<file path="src/rtl/useq_sequencer.sv">
// Microcode sequencer sitting in front of a 1-cycle-latency ROM: fetches a microword,
// then executes jumps, calls/returns, counted loops, timed waits and LED loads.
module useq_sequencer #(
    parameter int DEPTH       = 9,
    parameter int WIDTH       = 32,
    parameter int STACK_DEPTH = 4,
    parameter int LED_W       = 16
) (
    input  logic             clk,
    input  logic             rst_n,
    input  logic             run,
    output logic             rom_en,
    output logic [DEPTH-1:0] rom_addr,
    input  logic [DEPTH-1:0] rom_daddr,
    input  logic [WIDTH-1:0] rom_dout,
    output logic [LED_W-1:0] led,
    output logic             halted,
    output logic             fault,
    output logic [2:0]       fault_code
);
    localparam int SP_W  = $clog2(STACK_DEPTH + 1);
    localparam int IDX_W = (STACK_DEPTH > 1) ? $clog2(STACK_DEPTH) : 1;

    localparam logic [3:0] OP_NOP  = 4'd0;
    localparam logic [3:0] OP_JMP  = 4'd1;
    localparam logic [3:0] OP_CALL = 4'd2;
    localparam logic [3:0] OP_RET  = 4'd3;
    localparam logic [3:0] OP_LED  = 4'd4;
    localparam logic [3:0] OP_WAIT = 4'd5;
    localparam logic [3:0] OP_LOOP = 4'd6;
    localparam logic [3:0] OP_SETL = 4'd7;
    localparam logic [3:0] OP_HALT = 4'd8;

    typedef enum logic [1:0] {FETCH, DECODE, WAIT, HALT} state_e;

    state_e           state_q, state_d;
    logic [DEPTH-1:0] pc_q, pc_d;
    logic [LED_W-1:0] led_q, led_d;
    logic [SP_W-1:0]  sp_q, sp_d;
    logic [15:0]      loop_cnt_q, loop_cnt_d;
    logic [15:0]      delay_cnt_q, delay_cnt_d;
    logic             fault_q, fault_d;
    logic [2:0]       fault_code_q, fault_code_d;
    logic [DEPTH-1:0] stack_q [STACK_DEPTH];

    logic [3:0]       op;
    logic [15:0]      imm;
    logic [DEPTH-1:0] target;
    logic [DEPTH-1:0] pc_inc;
    logic [IDX_W-1:0] push_idx;
    logic [IDX_W-1:0] pop_idx;
    logic             push_en;
    logic             err;
    logic [2:0]       err_code;

    assign op       = rom_dout[WIDTH-1 -: 4];
    assign imm      = rom_dout[WIDTH-5 -: 16];
    assign target   = rom_dout[DEPTH-1:0];
    assign pc_inc   = pc_q + DEPTH'(1);
    assign push_idx = IDX_W'(sp_q);
    assign pop_idx  = IDX_W'(sp_q - SP_W'(1));

    generate
        if (DEPTH < 12) begin : g_spare
            logic unused_spare_bits;
            assign unused_spare_bits = ^rom_dout[11:DEPTH];
        end
    endgenerate

    always_comb begin
        // NOTE: every output of this block gets a default first, so no path can infer a latch.
        state_d      = state_q;
        pc_d         = pc_q;
        led_d        = led_q;
        sp_d         = sp_q;
        loop_cnt_d   = loop_cnt_q;
        delay_cnt_d  = delay_cnt_q;
        fault_d      = fault_q;
        fault_code_d = fault_code_q;
        push_en      = 1'b0;
        err          = 1'b0;
        err_code     = 3'd0;

        case (state_q)
            FETCH: if (run) state_d = DECODE;
            DECODE: if (run) begin
                state_d = FETCH;
                if (rom_daddr != pc_q) begin
                    err      = 1'b1;
                    err_code = 3'd1;
                end else begin
                    case (op)
                        OP_NOP: pc_d = pc_inc;
                        OP_JMP: pc_d = target;
                        OP_CALL: begin
                            if (sp_q == SP_W'(STACK_DEPTH)) begin
                                err      = 1'b1;
                                err_code = 3'd2;
                            end else begin
                                push_en = 1'b1;
                                sp_d    = sp_q + SP_W'(1);
                                pc_d    = target;
                            end
                        end
                        OP_RET: begin
                            if (sp_q == '0) begin
                                err      = 1'b1;
                                err_code = 3'd3;
                            end else begin
                                sp_d = sp_q - SP_W'(1);
                                pc_d = stack_q[pop_idx];
                            end
                        end
                        OP_LED: begin
                            led_d = imm[LED_W-1:0];
                            pc_d  = pc_inc;
                        end
                        OP_WAIT: begin
                            pc_d = pc_inc;
                            if (imm != '0) begin
                                delay_cnt_d = imm;
                                state_d     = WAIT;
                            end
                        end
                        OP_LOOP: begin
                            if (loop_cnt_q > 16'd1) begin
                                loop_cnt_d = loop_cnt_q - 16'd1;
                                pc_d       = target;
                            end else begin
                                loop_cnt_d = '0;
                                pc_d       = pc_inc;
                            end
                        end
                        OP_SETL: begin
                            loop_cnt_d = imm;
                            pc_d       = pc_inc;
                        end
                        OP_HALT: state_d = HALT;
                        default: begin
                            err      = 1'b1;
                            err_code = 3'd4;
                        end
                    endcase
                end
            end
            // Leaving on the cycle the counter reads 1 makes the stay exactly imm cycles.
            WAIT: if (run) begin
                if (delay_cnt_q <= 16'd1) begin
                    delay_cnt_d = '0;
                    state_d     = FETCH;
                end else begin
                    delay_cnt_d = delay_cnt_q - 16'd1;
                end
            end
            HALT: state_d = HALT;
            default: state_d = HALT;
        endcase

        if (err) begin
            state_d = HALT;
            if (!fault_q) begin
                fault_d      = 1'b1;
                fault_code_d = err_code;
            end
        end
    end

    always_ff @(posedge clk or negedge rst_n) begin
        // NOTE: sequential state uses non-blocking assignments; the comb block above uses blocking.
        if (!rst_n) begin
            state_q      <= FETCH;
            pc_q         <= '0;
            led_q        <= '0;
            sp_q         <= '0;
            loop_cnt_q   <= '0;
            delay_cnt_q  <= '0;
            fault_q      <= 1'b0;
            fault_code_q <= 3'd0;
        end else begin
            state_q      <= state_d;
            pc_q         <= pc_d;
            led_q        <= led_d;
            sp_q         <= sp_d;
            loop_cnt_q   <= loop_cnt_d;
            delay_cnt_q  <= delay_cnt_d;
            fault_q      <= fault_d;
            fault_code_q <= fault_code_d;
        end
    end

    // NOTE: the return stack is plain storage with no reset; sp alone says which entries are live.
    always_ff @(posedge clk) begin
        if (push_en) stack_q[push_idx] <= pc_inc;
    end

    assign rom_en     = (state_q == FETCH) && run;
    assign rom_addr   = pc_q;
    assign led        = led_q;
    assign halted     = (state_q == HALT);
    assign fault      = fault_q;
    assign fault_code = fault_code_q;
endmodule

</file>
<file path="config.mk">
export PLATFORM = sky130hd
export DESIGN_NAME = useq_sequencer
export DESIGN_NICKNAME = d
export VERILOG_FILES = /design/src/rtl/useq_sequencer.sv
export SDC_FILE = /design/constraint.sdc
export NUM_CORES = 1
export LEC_CHECK = 0
export BUFFER_PORTS_ARGS = -buffer_cell sky130_fd_sc_hd__buf_2
export CAP_MARGIN = 40
export CORE_ASPECT_RATIO = 1.5
export CORE_MARGIN = 2
export CORE_UTILIZATION = 33
export DETAILED_ROUTE_END_ITERATION = 8
export PLACE_DENSITY_LB_ADDON = 0.1
export SYNTH_ARGS = -nofsm -noshare
export SYNTH_HDL_FRONTEND = slang
export SYNTH_SLANG_ARGS = --single-unit
</file>
<file path="constraint.sdc">
create_clock -name clk -period 3.3 [get_ports clk]
set_input_delay 0.33 -clock clk [delete_from_list [all_inputs] [get_ports clk]]
set_output_delay 0.33 -clock clk [all_outputs]
set_load 0.005 [all_outputs]
</file>
==> impl_results.md <==
- Worst reg2reg setup slack: 570 ps
- Library cell contributing the largest single delay on the critical path: and2_1
- Number of ports placed on the die boundary: 75
- Routed length per placed instance: 19.93 um
- Post-detailed-route via-to-cell ratio: 5.521
- GR met3 Demand/Resource: 3.130%
- Die W: 109.4 um
- Top Family by Delay on Critical Path: simple AND/OR/NAND/NOR gates
- CTS-repair resized insts: 0
- Slew headroom: 50.65%
- Final count of pins violating max slew: 0
- Total number of vias: 4389
- Count of H-tree levels built during CTS: 3
- Met2 track utilization from global routing: 33.56%
- Most frequent cells in the layout: 71 x buf_2, 66 x dfrtp_1, 53 x nor2_1, 38 x o21ai_0, 36 x edfxtp_1
- Y dimension of the die: 162.0 um
- Clock sink count: 102
- Total placed instance area: 0.006080 mm^2
- Final Critical Period: 2728 ps
- Count of unresolved DRC violations after routing: 0
- Post CTS Setup Buffer Count: 0
- Fraction of layout cells with a size suffix above 1: 23.43%
- ANT nets after route: 0
- Number of buffers created by CTS: 9
- Global Route Usage Sum: 18.46%
- Cell breakdown of the critical path: xnor2_1, nand4_1, nor3_4, nand3_1, nor4b_1, and2_1
- Synthesized net count: 570
- Clock-pin slew on the worst setup and hold paths: 80 ps
- Final total power: 2.835 mW
- Number of failing hold endpoints at the final stage: 16
- Sum of negative setup slack: 0 ps
- Antenna diode instance count: 0
- Max rail drop VDD: 0.0002364 V
- Max-capacitance violation count: 0
- Post-Syn Instances: 516
- Leakage: 2.676 nW
- Antenna violations before repair: 0
- Number of hold buffers added after cts: 0
- CP peak stage delay: 560 ps
- Floorplan row count: 57
- Arrival time of the worst setup path: 2720 ps
- Global-route wire length before repair: 24.67 mm
- Sequential area share after synthesis: 49.73%
- Clock tree root driver cell: clkbuf_16
- Area of the core region: 0.01626 mm^2
- Number of detailed-route iterations in the first pass: 4
- DRT Wirelength: 15.84 mm
- Clock latency on the worst-skew pair: 350 ps
- Sequential Area: 0.002733 mm^2
- Total Die Area: 0.01772 mm^2
- Kind of launch point of the worst setup path: flop
- Mean Syn Cell Area: 10.65 um^2
- Syn Std Cell Area: 0.005495 mm^2
- Sum of net half-perimeters after detailed placement: 11.76 mm
- Number of global-route vias before repair: 4445
- Most common flop cell mapped by yosys: dfrtp_1
- Run status: finished, violations left
- Violations in the final reports: negative hold slack
- Portion of the clock cycle consumed by the worst path in the final layout: 82.65%
- Initial Utilization: 33.80%
- Kind of end point of the critical path: flop
- Detailed router's first-iteration violation count: 281
- Most common cell after layout, fill and taps aside: buf_2
- Ratio of total power to cell area: 444.1 mW/mm^2
- Synthesis-stage register bit count: 102
- Number of enable flip-flop cells after synthesis: 36
- Largest net degree at the start of global routing: 30
- Footprint of the multi-input gates: 0.002580 mm^2
- Layout overhead on the synthesized area: 16.17%
- RSZ-0062 raised after global routing: no
- Library cells used by synthesis: 68
- Hold crit path type: in2async
- Total of buffers placed on input and output ports: 71
- Total Nets Final: 638
- Fill cells: 1598
- Fraction of registers with async set/reset: 64.71%
- TritonCTS clock tree: done
- Remaining global-route overflow: 0
- Buffers from clock root to sink, at most: 2
- Total of endpoints with negative setup slack in the final report: 0
- Worst Path Class, Setup: reg2reg
- Maximum fanout along the worst path: 9
- Most heavily used metal layer in global routing: met2
- Met1 Track Usage GR: 21.52%
- Worst setup skew after layout: 12.14 ps
- Routability-driven placement congestion ratio: 0.8141
- Slew at the pin closest to its max-slew limit: 740.2 ps
- Required time at the worst-slack endpoint: 3290 ps
- Min Hold Slack: -19.73 ps
- Critical path buffer and inverter count: 0
- Synth Warn #: 0
- Post-route cell area: 0.006384 mm^2
- Achievable frequency: 366.6 MHz
## worst reg2reg max path: stages (launching register included)
cell,delay [ps]
dfrtp_1,480
xnor2_1,200
nand4_1,240
nor3_4,230
nand3_1,170
nor4b_1,490
and2_1,560
## logic make-up after synthesis
logic type                 count (synthesis)  synth area share (%)
AOI/OAI and AO/OA                        132                 15.30
xor gates and xnor gates                  21                 3.347
adders and majority gates                 10                 2.277
buffers and inverters                     43                 3.552
DFF                                      102                 49.73
muxes                                     30                 7.969
and+or+nand+nor                          178                 17.83
## metrics by stage
step | worst slack (ps) | instances | hold WS (ps) | utilization, %
after floorplan | 565.8 | 516 | 34.41 | -
after global placement | 549.5 | 778 | 384.2 | 37.34
after detailed placement | 501.6 | 779 | 383.4 | 37.39
after CTS | 488.6 | 795 | 1.798 | 39.26
after global routing | 430.5 | 795 | 18.24 | 39.26
final | 572.4 | 795 | -19.73 | 39.26
## registers in the layout, summed over array words and instances (netlist names)
register,cells
delay_cnt_q,16
fault,1
fault_code,3
led,16
loop_cnt_q,16
rom_addr,9
sp_q,3
stack_q,36
state_q,2
## final timing paths
check                                  from             end  cells past startpoint
worst max-delay path            rom_addr[2]   stack_q[3][4]                      6
worst min-delay path                  rst_n   loop_cnt_q[2]                      1
worst max register to register  rom_addr[2]   stack_q[3][4]                      6
worst min register to register       led[7]          led[7]                      1
max in group asynchronous             rst_n  delay_cnt_q[0]                      2
min in group clk                rom_dout[6]     rom_addr[6]                      3
## Yosys cell counts, drive strengths merged, types with 2 or more instances
library cell / n / share of area (%)
a21oi: 33 / 3.0
a222oi: 8 / 1.5
a22oi: 8 / 1.1
a32oi: 3 / 0.48
and2: 7 / 0.80
and3: 4 / 0.46
buf: 16 / 1.7
clkbuf: 10 / 0.68
dfrtp: 66 / 30
edfxtp: 36 / 20
ha: 10 / 2.3
inv: 17 / 1.2
mux2: 20 / 4.1
mux4: 9 / 3.7
nand2: 27 / 1.8
nand2b: 3 / 0.34
nand3: 14 / 1.3
nand3b: 2 / 0.27
nand4: 8 / 1.3
nor2: 56 / 4.1
nor2b: 4 / 0.46
nor3: 23 / 2.3
nor3b: 3 / 0.41
nor4: 13 / 1.9
nor4b: 3 / 0.48
o211ai: 3 / 0.41
o21ai: 51 / 4.8
o22ai: 4 / 0.46
o2bb2ai: 4 / 0.64
o31a: 2 / 0.34
o31ai: 5 / 0.87
or3: 5 / 0.84
xnor2: 15 / 2.4
xor2: 6 / 0.96
## metal layers
metal / vias to the layer above / wire length (um)
met5: - / 0
met4: 0 / 306
met3: 19 / 656
met2: 112 / 8506
met1: 2195 / 6373
li1: 2063 / -
## power by group
group	leakage [nW]	internal [mW]	switching, mW
sequential	1.20	1.36	0.0651
clock	0.148	0.539	0.539
combinational	1.33	0.127	0.209
total	2.68	2.02	0.814
## final cells by class
| cell class | instances | area share (%) |
|---|---|---|
| clock buffers | 9 | 3.528 |
| multi-input cells | 371 | 40.42 |
| well taps | 206 | 4.038 |
| flip-flops and latches | 102 | 42.81 |
| clock inverters | 7 | 1.235 |
| repair buffers | 83 | 6.978 |
| inverters | 17 | 0.9996 |
Power figures use the tool's default switching activity.
